File: src/rtl/sram_pkg.sv
// -----------------------------------------------------------------------------
// sram_pkg
// Shared definitions for the SRAM request-port arbiter.
//   ADDR_W / DATA_W / BE_W : SRAM word address, data and byte-enable widths
//   port_id_t              : requester identifier (0 or 1)
//   sram_cmd_t             : one command as presented on a request port
// -----------------------------------------------------------------------------
package sram_pkg;

    localparam int ADDR_W = 18;
    localparam int DATA_W = 16;
    localparam int BE_W   = DATA_W / 8;

    // One bit is enough to name either requester.
    typedef logic port_id_t;

    localparam port_id_t PORT0 = 1'b0;
    localparam port_id_t PORT1 = 1'b1;

    typedef struct packed {
        logic              rd;
        logic [ADDR_W-1:0] addr;
        logic [BE_W-1:0]   be;
        logic [DATA_W-1:0] wr_data;
    } sram_cmd_t;

    // Identifier of the requester that is not p.
    function automatic port_id_t other_port(input port_id_t p);
        return ~p;
    endfunction

endpackage

File: src/rtl/sram_arb_tag_fifo.sv
// -----------------------------------------------------------------------------
// sram_arb_tag_fifo
// DEPTH x 1-bit synchronous FIFO holding the requester id of every read that
// the SRAM controller has accepted but not yet answered.  Beats come back in
// command order, so the head entry always names the owner of the next beat.
//
// Ports
//   clk       in   clock
//   rst_n     in   asynchronous active-low reset (empties the FIFO)
//   push      in   write push_tag (ignored when full unless popping too)
//   push_tag  in   requester id to store
//   pop       in   drop the head entry (ignored when empty)
//   head_tag  out  requester id at the head
//   full      out  DEPTH entries stored
//   empty     out  no entries stored
//   count     out  number of stored entries
//
// Push and pop together are legal at full (count unchanged: the slot being
// written is the one being read, and the read is combinational from the
// current contents).  At empty, only the push takes effect.
// -----------------------------------------------------------------------------
module sram_arb_tag_fifo
    import sram_pkg::*;
#(
    parameter  int DEPTH = 4,
    localparam int PTR_W = $clog2(DEPTH),
    localparam int CNT_W = PTR_W + 1
) (
    input  logic             clk,
    input  logic             rst_n,
    input  logic             push,
    input  port_id_t         push_tag,
    input  logic             pop,
    output port_id_t         head_tag,
    output logic             full,
    output logic             empty,
    output logic [CNT_W-1:0] count
);

    logic [DEPTH-1:0] mem_r;
    logic [PTR_W-1:0] wr_ptr_r;
    logic [PTR_W-1:0] rd_ptr_r;
    logic [CNT_W-1:0] count_r;
    logic             do_push_s;
    logic             do_pop_s;

    // Qualify push/pop against the occupancy at the start of the cycle.
    always_comb begin
        do_pop_s  = pop && (count_r != CNT_W'(0));
        do_push_s = push && ((count_r != CNT_W'(DEPTH)) || do_pop_s);
    end

    // Storage, pointers and occupancy counter.
    always_ff @(posedge clk or negedge rst_n) begin
        if (!rst_n) begin
            mem_r    <= {DEPTH{1'b0}};
            wr_ptr_r <= PTR_W'(0);
            rd_ptr_r <= PTR_W'(0);
            count_r  <= CNT_W'(0);
        end else begin
            if (do_push_s) begin
                mem_r[wr_ptr_r] <= push_tag;
                wr_ptr_r        <= wr_ptr_r + PTR_W'(1);
            end else begin
                wr_ptr_r        <= wr_ptr_r;
            end
            if (do_pop_s) begin
                rd_ptr_r <= rd_ptr_r + PTR_W'(1);
            end else begin
                rd_ptr_r <= rd_ptr_r;
            end
            case ({do_push_s, do_pop_s})
                2'b10:   count_r <= count_r + CNT_W'(1);
                2'b01:   count_r <= count_r - CNT_W'(1);
                default: count_r <= count_r;
            endcase
        end
    end

    // Status outputs.
    always_comb begin
        head_tag = mem_r[rd_ptr_r];
        full     = (count_r == CNT_W'(DEPTH));
        empty    = (count_r == CNT_W'(0));
        count    = count_r;
    end

endmodule

File: src/rtl/sram_arbiter.sv
// -----------------------------------------------------------------------------
// sram_arbiter
// Shares the single SRAM controller request port between two requesters
// (e.g. the pattern tester and a host loader).  Commands from the granted port
// pass straight through with no added latency; the grant moves round-robin
// with a burst limit.  Every accepted read records its requester in a tag FIFO
// so the in-order read beats can be steered back to their owner.
//
// Ports (N = 0,1)
//   clk, reset_                     clock, asynchronous active-low reset
//   mN_req/rd/addr/be/wr_data   in  requester command, held until mN_ready
//   mN_ready                    out command accepted this cycle
//   mN_rd_data_vld              out read beat belongs to port N
//   mN_rd_data                  out read data (ram_rd_data broadcast)
//   ram_req/rd/addr/be/wr_data  out command to SRAM controller
//   ram_ready                   in  controller accepts command
//   ram_rd_data_vld/ram_rd_data in  read beat from controller, command order
//   arb_err                     out sticky: read beat arrived with no tag
//
// Build option
//   SRAM_ARB_FIXED_PRIO_EN : port 0 gets strict priority instead of
//                            round-robin; the burst limit no longer applies.
// -----------------------------------------------------------------------------
module sram_arbiter
    import sram_pkg::*;
#(
    parameter int BURST_MAX = 8,
    parameter int TAG_DEPTH = 4
) (
    input  logic              clk,
    input  logic              reset_,
    input  logic              m0_req,
    output logic              m0_ready,
    input  logic              m0_rd,
    input  logic [ADDR_W-1:0] m0_addr,
    input  logic [BE_W-1:0]   m0_be,
    input  logic [DATA_W-1:0] m0_wr_data,
    output logic              m0_rd_data_vld,
    output logic [DATA_W-1:0] m0_rd_data,
    input  logic              m1_req,
    output logic              m1_ready,
    input  logic              m1_rd,
    input  logic [ADDR_W-1:0] m1_addr,
    input  logic [BE_W-1:0]   m1_be,
    input  logic [DATA_W-1:0] m1_wr_data,
    output logic              m1_rd_data_vld,
    output logic [DATA_W-1:0] m1_rd_data,
    output logic              ram_req,
    input  logic              ram_ready,
    output logic              ram_rd,
    output logic [ADDR_W-1:0] ram_addr,
    output logic [BE_W-1:0]   ram_be,
    output logic [DATA_W-1:0] ram_wr_data,
    input  logic              ram_rd_data_vld,
    input  logic [DATA_W-1:0] ram_rd_data,
    output logic              arb_err
);

    localparam int BC_W   = (BURST_MAX > 1) ? $clog2(BURST_MAX) : 1;
    localparam int TCNT_W = $clog2(TAG_DEPTH) + 1;
    localparam logic [BC_W-1:0] BURST_LAST = BC_W'(BURST_MAX - 1);

    // Burst counter increment that sticks at the last slot of a burst.
    function automatic logic [BC_W-1:0] burst_inc(input logic [BC_W-1:0] cnt);
        if (cnt == BURST_LAST) begin
            return cnt;
        end else begin
            return cnt + BC_W'(1);
        end
    endfunction

    port_id_t          grant_r;
    port_id_t          grant_nxt_s;
    logic [BC_W-1:0]   burst_cnt_r;
    logic [BC_W-1:0]   burst_cnt_nxt_s;
    logic              arb_err_r;

    sram_cmd_t         cmd0_s;
    sram_cmd_t         cmd1_s;
    sram_cmd_t         cmd_g_s;
    logic              req_g_s;
    logic              req_o_s;
    logic              pop_s;
    logic              stall_s;
    logic              ram_req_s;
    logic              accept_s;
    logic              push_s;

    port_id_t          head_tag_s;
    logic              fifo_full_s;
    logic              fifo_empty_s;
    logic [TCNT_W-1:0] fifo_count_s;

    sram_arb_tag_fifo #(
        .DEPTH    (TAG_DEPTH)
    ) u_tag_fifo (
        .clk      (clk),
        .rst_n    (reset_),
        .push     (push_s),
        .push_tag (grant_r),
        .pop      (pop_s),
        .head_tag (head_tag_s),
        .full     (fifo_full_s),
        .empty    (fifo_empty_s),
        .count    (fifo_count_s)
    );

    // Command select and handshake.  A read to a full tag FIFO stalls unless
    // a beat is retiring a tag in the same cycle; writes never stall.
    always_comb begin
        cmd0_s = '{rd: m0_rd, addr: m0_addr, be: m0_be, wr_data: m0_wr_data};
        cmd1_s = '{rd: m1_rd, addr: m1_addr, be: m1_be, wr_data: m1_wr_data};
        if (grant_r == PORT1) begin
            cmd_g_s = cmd1_s;
            req_g_s = m1_req;
            req_o_s = m0_req;
        end else begin
            cmd_g_s = cmd0_s;
            req_g_s = m0_req;
            req_o_s = m1_req;
        end
        pop_s     = ram_rd_data_vld && (fifo_count_s != TCNT_W'(0));
        stall_s   = cmd_g_s.rd && fifo_full_s && !pop_s;
        ram_req_s = req_g_s && !stall_s;
        accept_s  = ram_req_s && ram_ready;
        push_s    = accept_s && cmd_g_s.rd;
    end

    // Grant state register.
    always_ff @(posedge clk or negedge reset_) begin
        if (!reset_) begin
            grant_r     <= PORT0;
            burst_cnt_r <= BC_W'(0);
        end else begin
            grant_r     <= grant_nxt_s;
            burst_cnt_r <= burst_cnt_nxt_s;
        end
    end

    // Next-grant decision.  The grant never moves while the granted port
    // holds an unaccepted command, so that command stays stable.
    always_comb begin
        grant_nxt_s     = grant_r;
        burst_cnt_nxt_s = burst_cnt_r;
`ifdef SRAM_ARB_FIXED_PRIO_EN
        if (grant_r == PORT0) begin
            if (!m0_req && m1_req) begin
                grant_nxt_s     = PORT1;
                burst_cnt_nxt_s = BC_W'(0);
            end else if (accept_s) begin
                burst_cnt_nxt_s = burst_inc(burst_cnt_r);
            end else begin
                grant_nxt_s     = grant_r;
            end
        end else begin
            // Port 1 yields to port 0 unless it is holding an unaccepted command.
            if (m0_req && (!m1_req || accept_s)) begin
                grant_nxt_s     = PORT0;
                burst_cnt_nxt_s = BC_W'(0);
            end else if (accept_s) begin
                burst_cnt_nxt_s = burst_inc(burst_cnt_r);
            end else begin
                grant_nxt_s     = grant_r;
            end
        end
`else
        if (!req_g_s && req_o_s) begin
            grant_nxt_s     = other_port(grant_r);
            burst_cnt_nxt_s = BC_W'(0);
        end else if (accept_s && req_o_s && (burst_cnt_r == BURST_LAST)) begin
            grant_nxt_s     = other_port(grant_r);
            burst_cnt_nxt_s = BC_W'(0);
        end else if (accept_s) begin
            burst_cnt_nxt_s = burst_inc(burst_cnt_r);
        end else begin
            grant_nxt_s     = grant_r;
        end
`endif
    end

    // Sticky error: a read beat with no outstanding tag to route it.
    always_ff @(posedge clk or negedge reset_) begin
        if (!reset_) begin
            arb_err_r <= 1'b0;
        end else if (ram_rd_data_vld && fifo_empty_s) begin
            arb_err_r <= 1'b1;
        end else begin
            arb_err_r <= arb_err_r;
        end
    end

    // Port-side and controller-side outputs.
    always_comb begin
        ram_req        = ram_req_s;
        ram_rd         = cmd_g_s.rd;
        ram_addr       = cmd_g_s.addr;
        ram_be         = cmd_g_s.be;
        ram_wr_data    = cmd_g_s.wr_data;
        m0_ready       = accept_s && (grant_r == PORT0);
        m1_ready       = accept_s && (grant_r == PORT1);
        m0_rd_data_vld = pop_s && (head_tag_s == PORT0);
        m1_rd_data_vld = pop_s && (head_tag_s == PORT1);
        m0_rd_data     = ram_rd_data;
        m1_rd_data     = ram_rd_data;
        arb_err        = arb_err_r;
    end

endmodule

File: config.mk
export PLATFORM = sky130hd
export DESIGN_NAME = sram_arbiter
export DESIGN_NICKNAME = d
export VERILOG_FILES = /design/src/rtl/sram_pkg.sv /design/src/rtl/sram_arb_tag_fifo.sv /design/src/rtl/sram_arbiter.sv
export SDC_FILE = /design/constraint.sdc
export NUM_CORES = 1
export LEC_CHECK = 0
export ABC_CLOCK_PERIOD_IN_PS = 2700
export CAP_MARGIN = 15
export CORE_MARGIN = 4
export CORE_UTILIZATION = 29
export DETAILED_ROUTE_END_ITERATION = 16
export PLACE_DENSITY = 0.82
export SLEW_MARGIN = 20
export SYNTH_ARGS = -nofsm -noshare
export SYNTH_HDL_FRONTEND = slang
export SYNTH_SLANG_ARGS = --single-unit
File: constraint.sdc
create_clock -name clk -period 2.7 [get_ports clk]
set_input_delay 0.54 -clock clk [delete_from_list [all_inputs] [get_ports clk]]
set_output_delay 0.54 -clock clk [all_outputs]
set_load 0.05 [all_outputs]
Word level (Yosys, flattened, before mapping)
Cells that the tools add are included.
{ "totals": {"register_bits": 16, "latchBits": 0, "ram_bits": 0, "rom_bits": 0, "input_bits": 96, "output_inout_bits": 75, "elab_cells": 65, "mem_count": 0} }
{ "op_classes": {"add_sub_neg": 5, "n_mul": 0, "div": 0, "order_cmp": 3, "n_eq_ne": 6, "shift": 0, "n_mux": 15, "n_bitwise": 2, "reduce_logical": 27} }
{ "ops": {"columns": ["op", "count"], "rows": [
  ["2-to-1 mux 37 bit", 1],
  ["logical AND 1 bit", 17],
  ["2-to-1 mux 3 bit", 4],
  ["adder 3 x 1 -> 3 bit, second input constant", 2],
  ["equality test 3 bit, second input constant", 2],
  ["less-than comparator 2 x 3 -> 1 bit, second input constant", 2],
  ["2-to-1 mux 1 bit", 6],
  ["one-hot mux 3 bit (2 select lines)", 1],
  ["nonzero test 3 bit", 2],
  ["adder 2 x 1 -> 2 bit, second input constant", 2],
  ["bitwise mux 4 bit", 1],
  ["nonzero test 2 bit", 2],
  ["logical NOT 1 bit", 3],
  ["logical NOT 3 bit", 1],
  ["!= test 3 x 2 -> 1 bit, second input constant", 1],
  ["!= test 3 bit, second input constant", 1],
  ["subtractor 3 x 1 -> 3 bit, second input constant", 1],
  ["binary-select mux 1 bit (select 2 bit)", 1],
  ["demux 1 bit (select 2 bit)", 1],
  ["equality test 2 x 1 -> 1 bit, second input constant", 1],
  ["equality test 2 bit, second input constant", 1],
  [">= comparator 2 x 1 -> 1 bit, second input constant", 1],
  ["NOT 1 bit", 2],
  ["AND reduction 2 bit", 1],
  ["logical OR 1 bit", 1]
]} }

Longest topological paths before layout
Gate-level depths: netlist of run 1.
{ "depth": {"ltp_word": 11, "ltp_mapped": 9, "mapped_depth_nobuf": 9} }

Cells and area by module
From an unflattened synthesis of run 1, not the netlist that was laid out.
{ "unflattened": {"cells_unflattened": 186, "hier_area_um2": 1790.5} }
{ "by_module_without_submodules": {"columns": ["mod", "n_inst", "cells_per_inst", "area_each_um2", "seq_area_each_um2"], "rows": [
  ["sram_arbiter", 1, 119, 1096.1, 125.1],
  ["sram_arb_tag_fifo", 1, 67, 694.4, 275.3]
]} }

Least setup slack after synthesis of run 1
OpenSTA, ideal clock, no wires.
{ "synth_path": {"path_kind": "input to output", "from": "input m1_rd", "to": "output ram_req", "arrival_time_ns": 1.974, "t_required_ns": 2.160, "slack_ns": 0.186, "cell_stages": 3, "n_path_buf": 0, "path_cell_list": "mux2i_1 -> inv_1 -> a21oi_1"} }
{ "synth_via": {"elab_chain_cells": 5} }
{ "synth_lines": {"columns": ["element", "line", "text"], "rows": [
  ["start, declared", "sram_arbiter.sv:42", "input logic m1_rd,"],
  ["2-to-1 mux 37 bit", "sram_arbiter.sv:113", "if (grant_r == PORT1) begin"],
  ["via ram_rd", "sram_arbiter.sv:50", "output logic ram_rd,"],
  ["logical AND 1 bit (2 in series)", "sram_arbiter.sv:123", "stall_s = cmd_g_s.rd && fifo_full_s && !pop_s;"],
  ["logical NOT 1 bit", "sram_arbiter.sv:124", "ram_req_s = req_g_s && !stall_s;"],
  ["logical AND 1 bit", "sram_arbiter.sv:124", null],
  ["end, declared", "sram_arbiter.sv:48", "output logic ram_req,"]
]} }
The timed path passes the listed nets, and every way through them passes these cells.

Worst setup path after layout of run 1
{ "layout_path": {"from": "input ram_rd_data_vld", "to": "output m1_ready"} }
{ "layout_via": {"elab_chain_cells": 7} }
{ "layout_lines": {"columns": ["element", "line", "text"], "rows": [
  ["start, declared", "sram_arbiter.sv:54", "input logic ram_rd_data_vld,"],
  ["logical AND 1 bit", "sram_arbiter.sv:122", "pop_s = ram_rd_data_vld && (fifo_count_s != TCNT_W'(0));"],
  ["logical NOT 1 bit", "sram_arbiter.sv:123", null],
  ["logical AND 1 bit", "sram_arbiter.sv:123", null],
  ["logical NOT 1 bit", "sram_arbiter.sv:124", null],
  ["logical AND 1 bit", "sram_arbiter.sv:124", null],
  ["logical AND 1 bit", "sram_arbiter.sv:125", "accept_s = ram_req_s && ram_ready;"],
  ["logical AND 1 bit", "sram_arbiter.sv:200", "m1_ready = accept_s && (grant_r == PORT1);"],
  ["end, declared", "sram_arbiter.sv:41", "output logic m1_ready,"]
]} }
No other way between the ends.

==> results.yml, run 1 <==
outcome:
  status: "complete, no violations"
drt:
  drcViolationCount: 0
  vias: 1436
  post_drt_wl_per_cell_um: 13.75
  wl_met2_mm: 2.290
  wl_met3_um: 417
  first_pass_iters: 4
  highest-signal-layer: "met4"
  wl_met1_mm: 1.615
  antenna_left: 0
  drt-vias-per-instance: 4.474
  drt_iter0_markers: 20
  wl_mm: 4.414
cts:
  post_cts_buffers: 0
  clockBufferDepth: 2
  root_buffer: "clkbuf_8"
  cts.sinks: 16
  clk_pin_slew_ps: 60
  htreeDepth: 1
  cts_resized: 0
  clk_latency_ps: 250
  cts_hold_buf: 0
  numCtsBuffers: 3
  cts_tree: "built"
setup_path:
  rr_endpoint: "u_tag_fifo.count[2]"
  startpoint: "ram_rd_data_vld"
  crit_path_max_fanout: 4
  reg2regPathDepth: 9
  crit_buf_inv: 3
  ff2ff_setup_slack_ps: 600
  crit_chain: "clkdlybuf4s50_1, nor4b_4, buf_4, a211oi_4, and2_1, buf_12"
  critPathKind: "primary input to output port"
  slowest_stage: "clkdlybuf4s50_1"
  rr_startpoint: "grant_r"
  cpPeakStageDelay_ps: 550
  cp-end-kind: "output port"
  arrival_ps: 1980
  path_delay_family: "buffers and inverters"
  worst_ep_required_time_ps: 2160
  worstSetupStartpointType: "primary input"
global_routing:
  antenna_found_initial: 0
  first_global_vias: 1419
  grt_remaining_overflow: 0
  grt_start_max_net_pins: 43
  grt_pass1_wl_mm: 6.755
  grt.total_usage_pct: 12.92
timing:
  setup_violations: 0
  max_freq_mhz: 396.3
  max_slew_margin_pct: 50.81
  min_period_ps: 2524
  finalCritPeriodShare_pct: 93.47
  slew_viol_final: 0
  hold_violations: 0
  rsz0062_at_grt: "false"
  tns_ps: 0
  worst_pin_slew_ps: 735.5
  skew_ps: 1.114
layout:
  layout-drive-gt1-share_pct: 25.50
  final_area_mm2: 0.002735
  multi_input_area_um2: 908.4
  nFillCells: 485
  diodes: 0
  seq_area_um2: 401.6
  utilization_pct: 51.90
  nNetsFinal: 356
  area_growth_pct: 68.93
min_path:
  hold_end: "arb_err"
  holdCritPathClass: "register to register"
  worst_hold_startpoint: "arb_err"
  hold_depth: 1
synth:
  synth_area_leader_cell: "mux2_1"
  seq_area_frac_synth_pct: 24.73
  synth_edf_count: 0
  ys_ff_latch: 16
  syn_avg_cell_area_um2: 10.45
  synthTopCellsByArea: "mux2_1, dfrtp_1, buf_4"
  netlist_area_mm2: 0.001619
  postSynthCellCount: 155
  synth_commonest_cells: "mux2_1, buf_4, dfrtp_1, inv_1"
  synth_fp_nets: 259
  ys_warn_count: 0
  async_flop_share_pct: 100.0
  synth_ff_type: "dfrtp_1"
  synth_cell_types: 35
  synth_most_common_cell: "mux2_1"
  synth_top_area_share_pct: 25.73
floorplanning:
  die_height_um: 82.72
  coreArea_mm2: 0.005270
  start_util_pct: 30.72
  die_area_mm2: 0.006843
  pin_count: 171
  die_w_um: 82.72
  rows: 26
power:
  power.density_mw_per_mm2: 635.9
  p_leak_nw: 1.188
  peakVddDrop_uv: 298.0
  power.total_w: 0.001739
place:
  place.gp.congestion: 0.7768
  port_buffers: 122
  dp_hpwl_mm: 3.770
  dpl_cell_area_mm2: 0.002680
flow_run:
  maxCapViolations: 0
worst max-delay path by stage:
stage | endpoint | depth (start not counted) | slack (ps)
floorplan | ram_req | 3 | 190
global placement | u_tag_fifo.count[2] | 10 | 140
detailed placement | u_tag_fifo.count[2] | 10 | 20
CTS | m1_ready | 6 | 160
global route | m1_ready | 6 | 100
finish | m1_ready | 6 | 180
power by group:
part / switching, W / internal (W) / total [W] / leakage [nW]
logic: 0.000578 / 0.000503 / 0.00108 / 0.967
clock network: 0.0000851 / 0.000130 / 0.000215 / 0.0288
registers: 0.0000927 / 0.000351 / 0.000443 / 0.192
total: 0.000756 / 0.000983 / 0.00174 / 1.19
per-stage QoR:
stage | worst slack, ps | hold slack, ps | instances
detailed placement | 16.33 | 459.8 | 317
global route | 100.8 | 504.9 | 321
global placement | 135.2 | 440.3 | 317
CTS | 157.3 | 474.2 | 321
finish | 176.4 | 464.2 | 321
floorplan | 186.1 | 244.4 | 155
sequential cells by signal, indices dropped and copies added (netlist names):
signal and cells:
grant_r 1, u_tag_fifo.rd_ptr_r 2, arb_err 1, burst_cnt_r 3
u_tag_fifo.count 3, u_tag_fifo.mem_r 4, u_tag_fifo.wr_ptr_r 2
routing by layer:
metal,track usage [%],vias to the layer above
met5,0,-
met4,6.046,0
met3,2.820,12
met2,22.60,63
met1,14.88,668
li1,-,693
area by class of cell:
| cell class | instances | share of cell area (%) |
|---|---|---|
| flip-flops and latches | 16 | 14.68 |
| clock buffers | 4 | 2.013 |
| repair buffers | 129 | 45.47 |
| well taps | 70 | 3.202 |
| multi-input cells | 92 | 33.21 |
| inverters | 10 | 1.418 |
worst reg2reg max path, delay by kind of cell (launching register included):
kind	cells	cell delay, ps
xor+xnor	2	310
fa+ha+maj	2	530
buf+inv	2	120
flops	1	440
mux	1	410
simple gates	2	220
cells by family (layout without fill, tap and decap cells):
| kind of cell | Yosys count | after routing | synth area share [%] |
|---|---|---|---|
| buffers and inverters | 47 | 143 | 19.16 |
| muxes | 44 | 44 | 31.30 |
| and+or+nand+nor | 22 | 22 | 8.965 |
| DFF | 16 | 16 | 24.73 |
| AOI/OAI and AO/OA | 12 | 12 | 5.951 |
| adders and majority gates | 8 | 8 | 6.646 |
| xor gates and xnor gates | 6 | 6 | 3.246 |
cell usage in the layout, fill, tap and decap left out, drive strengths merged, types with 2 or more instances in the layout:
cell           netlist  routed
o21ai                2       2
nor2                 2       2
buf                 37      49
xor2                 2       2
dfrtp               16      16
xnor2                4       4
and2                 3       3
nand2b               3       3
nand3                2       2
clkbuf               0       4
mux2i                3       3
mux2                40      40
a22o                 2       2
a31oi                2       2
inv                  9       9
nand2                7       7
ha                   7       7
clkdlybuf4s50        0      80
(Power assumes the default switching activity.)
==> run 2: changes to the inputs <==
--- a/config.mk
+++ b/config.mk
@@ -6,11 +6,10 @@
 export NUM_CORES = 1
 export LEC_CHECK = 0
 export ABC_CLOCK_PERIOD_IN_PS = 2700
-export CAP_MARGIN = 15
 export CORE_MARGIN = 4
 export CORE_UTILIZATION = 29
 export DETAILED_ROUTE_END_ITERATION = 16
-export PLACE_DENSITY = 0.82
+export PLACE_DENSITY_LB_ADDON = 0.2
 export SLEW_MARGIN = 20
 export SYNTH_ARGS = -nofsm -noshare
 export SYNTH_HDL_FRONTEND = slang
==> run 2 against run 1 <==
Sequential share of layout area grew 0.11 points. Clock power shrank 2%. Highest routed layer unchanged. Total power shrank 0.25%. Routed wire length grew 14%. Combinational power is essentially flat. Core utilization shrank 0.38 points. Register-to-register slack lost 30 ps.
==> results.yml, run 2 (synthesized netlist as in run 1, its figures left out) <==
outcome:
  status: "complete, no violations"
setup_path:
  worstSetupStartpointType: "primary input"
  rr_endpoint: "u_tag_fifo.count[2]"
  crit_path_max_fanout: 3
  rr_startpoint: "grant_r"
  ff2ff_setup_slack_ps: 570
  worst_ep_required_time_ps: 2160
  critPathKind: "primary input to output port"
  startpoint: "ram_rd_data_vld"
  cp-end-kind: "output port"
  reg2regPathDepth: 9
  arrival_ps: 1970
flow_run:
  maxCapViolations: 0
cts:
  cts_tree: "built"
  cts.sinks: 16
  htreeDepth: 1
  numCtsBuffers: 3
  clockBufferDepth: 2
  root_buffer: "clkbuf_8"
  cts_resized: 0
  clk_latency_ps: 250
  post_cts_buffers: 0
  cts_hold_buf: 0
  clk_pin_slew_ps: 60
timing:
  finalCritPeriodShare_pct: 93.12
  min_period_ps: 2514
  max_slew_margin_pct: 51.25
  fin_ws_ps: 185.6
  hold_violations: 0
  rsz0062_at_grt: "false"
  tns_ps: 0
  slew_viol_final: 0
  worst_pin_slew_ps: 728.9
  skew_ps: 1.879
  max_freq_mhz: 397.7
  holdWs_ps: 459.7
  setup_violations: 0
place:
  dp_hpwl_mm: 4.307
  port_buffers: 122
  place.gp.congestion: 0.7595
  dpl_cell_area_mm2: 0.002660
  pre_cts_ws_ps: 91.12
power:
  p_leak_nw: 1.178
  intPower_w: 0.0009783
  p_comb_share_pct: 62.1
  power.density_mw_per_mm2: 638.9
  switching_power_w: 0.0007565
  swShare_pct: 43.61
  power.total_w: 0.001735
  peakVddDrop_uv: 362.6
  clkPwrFrac_pct: 12.1
  sequentialPowerShare_pct: 25.8
global_routing:
  grt.total_usage_pct: 13.98
  grt_pass1_wl_mm: 7.258
  antenna_found_initial: 0
  grt_start_max_net_pins: 39
  first_global_vias: 1481
  grt_remaining_overflow: 0
floorplanning:
  pin_count: 171
  rows: 26
  coreArea_mm2: 0.005270
  die_w_um: 82.72
  start_util_pct: 30.72
  die_area_mm2: 0.006843
  die_height_um: 82.72
drt:
  wl_mm: 5.045
  drt-vias-per-instance: 4.494
  first_pass_iters: 4
  drt_iter0_markers: 24
  post_drt_wl_per_cell_um: 15.77
  vias: 1438
  drcViolationCount: 0
  antenna_left: 0
min_path:
  holdCritPathClass: "register to register"
  worst_hold_startpoint: "arb_err"
  hold_depth: 1
  hold_end: "arb_err"
layout:
  area_growth_pct: 67.70
  final_area_mm2: 0.002715
  final_common_cell: "clkdlybuf4s50_1"
  nNetsFinal: 355
  layout_common_cells: "clkdlybuf4s50_1, buf_4, mux2_1, dfrtp_1, inv_1"
  diodes: 0
  largest_reg_flops: 4
  layout-drive-gt1-share_pct: 25.20
  regMostFlops: "u_tag_fifo.mem_r"
run 2: worst max path at each step:
stage / to / depth (start not counted) / slack [ps]
after floorplan: ram_req / 3 / 190
after global placement: u_tag_fifo.count[2] / 10 / 130
after detailed placement: u_tag_fifo.count[2] / 10 / 90
after CTS: m0_ready / 6 / 160
after global routing: m0_ready / 6 / 120
final: m0_ready / 6 / 190
run 2: metrics by stage:
stage                     instances  util (%)
after floorplan                 155         -
after global placement          316     50.47
after detailed placement        316     50.47
after CTS                       320     51.52
after global routing            320     51.52
final                           320     51.52
run 2: cell type report:
type	count	area, µm²
fillers	517	2555
repair buffers	128	1224
multi-input cells	92	908.4
flip-flops and latches	16	401.6
well taps	70	87.58
clock buffers	4	55.05
inverters	10	38.79
run 2: power groups by stage:
stage	clock network, W	registers (W)	logic [W]
floorplan	0	0.000448	0.000809
global placement	0	0.000450	0.00108
detailed placement	0	0.000451	0.00109
CTS	0.000219	0.000448	0.00109
global route	0.000231	0.000465	0.00116
finish	0.000210	0.000447	0.00108
run 2: critical path, cell delays in order:
cell and delay, ps:
clkdlybuf4s50_1 480, nor4b_4 340, buf_4 190, a211oi_4 60
and2_1 200, buf_12 150
run 2: metal layers:
metal  track usage [%]  up-vias  share of wire, %
met4             1.797        0              0.20
met2             26.60       94                50
met5                 0        -                 0
li1                  -      687                 -
met1             15.21      654                36
met3             4.772        3                14
==> run 3: changes to the inputs <==
--- a/config.mk
+++ b/config.mk
@@ -9,6 +9,7 @@
 export CORE_MARGIN = 4
 export CORE_UTILIZATION = 29
 export DETAILED_ROUTE_END_ITERATION = 16
+export MAX_ROUTING_LAYER = met4
 export PLACE_DENSITY_LB_ADDON = 0.2
 export SLEW_MARGIN = 20
 export SYNTH_ARGS = -nofsm -noshare
==> run 3 against run 2 <==
Die area did not move. Sequential power barely moved. Count of clock-buffer cells in the layout did not move. Register-to-register slack barely moved. Routed wire length fell by 0.18%. Sequential share of layout area did not move. Clock skew barely moved. Highest routed layer unchanged.
==> results.yml, run 3 (synthesized netlist as in run 1, its figures left out) <==
layout:
  regMostFlops: "u_tag_fifo.mem_r"
  diodes: 0
  utilization_pct: 51.52
  layout-drive-gt1-share_pct: 25.20
  nNetsFinal: 355
  layout_common_cells: "clkdlybuf4s50_1, buf_4, mux2_1, dfrtp_1, inv_1"
  largest_reg_flops: 4
  final_cells: 320
  final_common_cell: "clkdlybuf4s50_1"
  area_growth_pct: 67.70
setup_path:
  worst_ep_required_time_ps: 2160
  critPathKind: "primary input to output port"
  path_delay_family: "buffers and inverters"
  cpPeakStageDelay_ps: 480
  crit_cells: 6
  crit_path_max_fanout: 3
  arrival_ps: 1970
  worstSetupStartpointType: "primary input"
  cp-end-kind: "output port"
  slowest_stage: "clkdlybuf4s50_1"
  crit_chain: "clkdlybuf4s50_1, nor4b_4, buf_4, a211oi_4, and2_1, buf_12"
  crit_buf_inv: 3
  reg2regPathDepth: 9
timing:
  min_period_ps: 2513
  skew_ps: 1.508
  finalCritPeriodShare_pct: 93.06
  max_slew_margin_pct: 52.62
  slew_viol_final: 0
  rsz0062_at_grt: "false"
  worst_pin_slew_ps: 708.4
  hold_violations: 0
  max_freq_mhz: 398.0
  tns_ps: 0
  setup_violations: 0
drt:
  vias: 1433
  highest-signal-layer: "met4"
  wl_mm: 5.036
  wl_met2_mm: 2.510
  antenna_left: 0
  drt_iter0_markers: 20
  wl_met3_um: 662
  drcViolationCount: 0
  drt-vias-per-instance: 4.478
  first_pass_iters: 4
  wl_met1_mm: 1.845
  post_drt_wl_per_cell_um: 15.74
cts:
  clk_pin_slew_ps: 60
  clk_latency_ps: 250
  numCtsBuffers: 3
  cts_tree: "built"
  cts.sinks: 16
  cts_resized: 0
  clockBufferDepth: 2
  root_buffer: "clkbuf_8"
  post_cts_buffers: 0
  cts_hold_buf: 0
  htreeDepth: 1
floorplanning:
  pin_count: 171
  start_util_pct: 30.72
  rows: 26
  die_height_um: 82.72
  die_w_um: 82.72
  coreArea_mm2: 0.005270
  die_area_mm2: 0.006843
global_routing:
  grt_start_max_net_pins: 39
  antenna_found_initial: 0
  grt_remaining_overflow: 0
  first_global_vias: 1480
  grt.total_usage_pct: 14.35
  grt_pass1_wl_mm: 7.251
flow_run:
  maxCapViolations: 0
power:
  power.density_mw_per_mm2: 638.8
  p_leak_nw: 1.178
  peakVddDrop_uv: 364.5
  power.total_w: 0.001734
min_path:
  holdCritPathClass: "register to register"
  hold_depth: 1
outcome:
  status: "complete, no violations"
place:
  dp_hpwl_mm: 4.307
  place.gp.congestion: 0.7694
  port_buffers: 122
  placed_cells: 316
-- run 3: cell counts in the layout (fill, tap and decap cells not counted) --
Identical to the previous run, type by type.
-- run 3: per-layer routing --
layer / up-vias / track usage [%]
li1: 689 / -
met1: 645 / 15.34
met2: 94 / 26.68
met3: 5 / 4.338
met4: 0 / 1.797
met5: - / -
-- run 3: worst register-to-register path, delay by kind of cell, from the launching register on --
kind / cells / cell delay (ps)
XOR/XNOR: 2 / 290
adder cells (fa/ha/maj): 2 / 530
buffers and inverters: 2 / 120
flip-flops: 1 / 510
multiplexers: 1 / 430
AND/OR/NAND/NOR: 2 / 190
-- run 3: final cells by class --
cell class / instances / area, µm²
fill: 517 / 2555
timing repair buffer: 128 / 1224
multi-input combinational: 92 / 908.4
sequential: 16 / 401.6
tap: 70 / 87.58
clock buffer: 4 / 55.05
inverter: 10 / 38.79
-- run 3: final timing paths --
check                                 from                     end  slack (ps)
setup / recovery           ram_rd_data_vld                m0_ready         190
hold / removal                     arb_err                 arb_err         460
setup reg to reg                   grant_r     u_tag_fifo.count[2]         570
hold reg to reg                    arb_err                 arb_err         460
max in group asynchronous           reset_                 grant_r        1490
min in group asynchronous           reset_  u_tag_fifo.wr_ptr_r[1]         720
-- run 3: report_power, final --
| group | internal, W | switching (W) |
|---|---|---|
| combinational | 0.000498 | 0.000579 |
| clock | 0.000129 | 0.0000816 |
| sequential | 0.000351 | 0.0000958 |
| total | 0.000978 | 0.000756 |
-- run 3: per-stage QoR --
step                      cell area [µm²]  setup slack, ps  hold slack [ps]
after floorplan                      1619            186.1            244.4
after global placement               2660            126.3            444.0
after detailed placement             2660            91.12            447.6
after CTS                            2715            156.8            462.2
after global routing                 2715            117.9            489.8
final                                2715            187.3            459.8
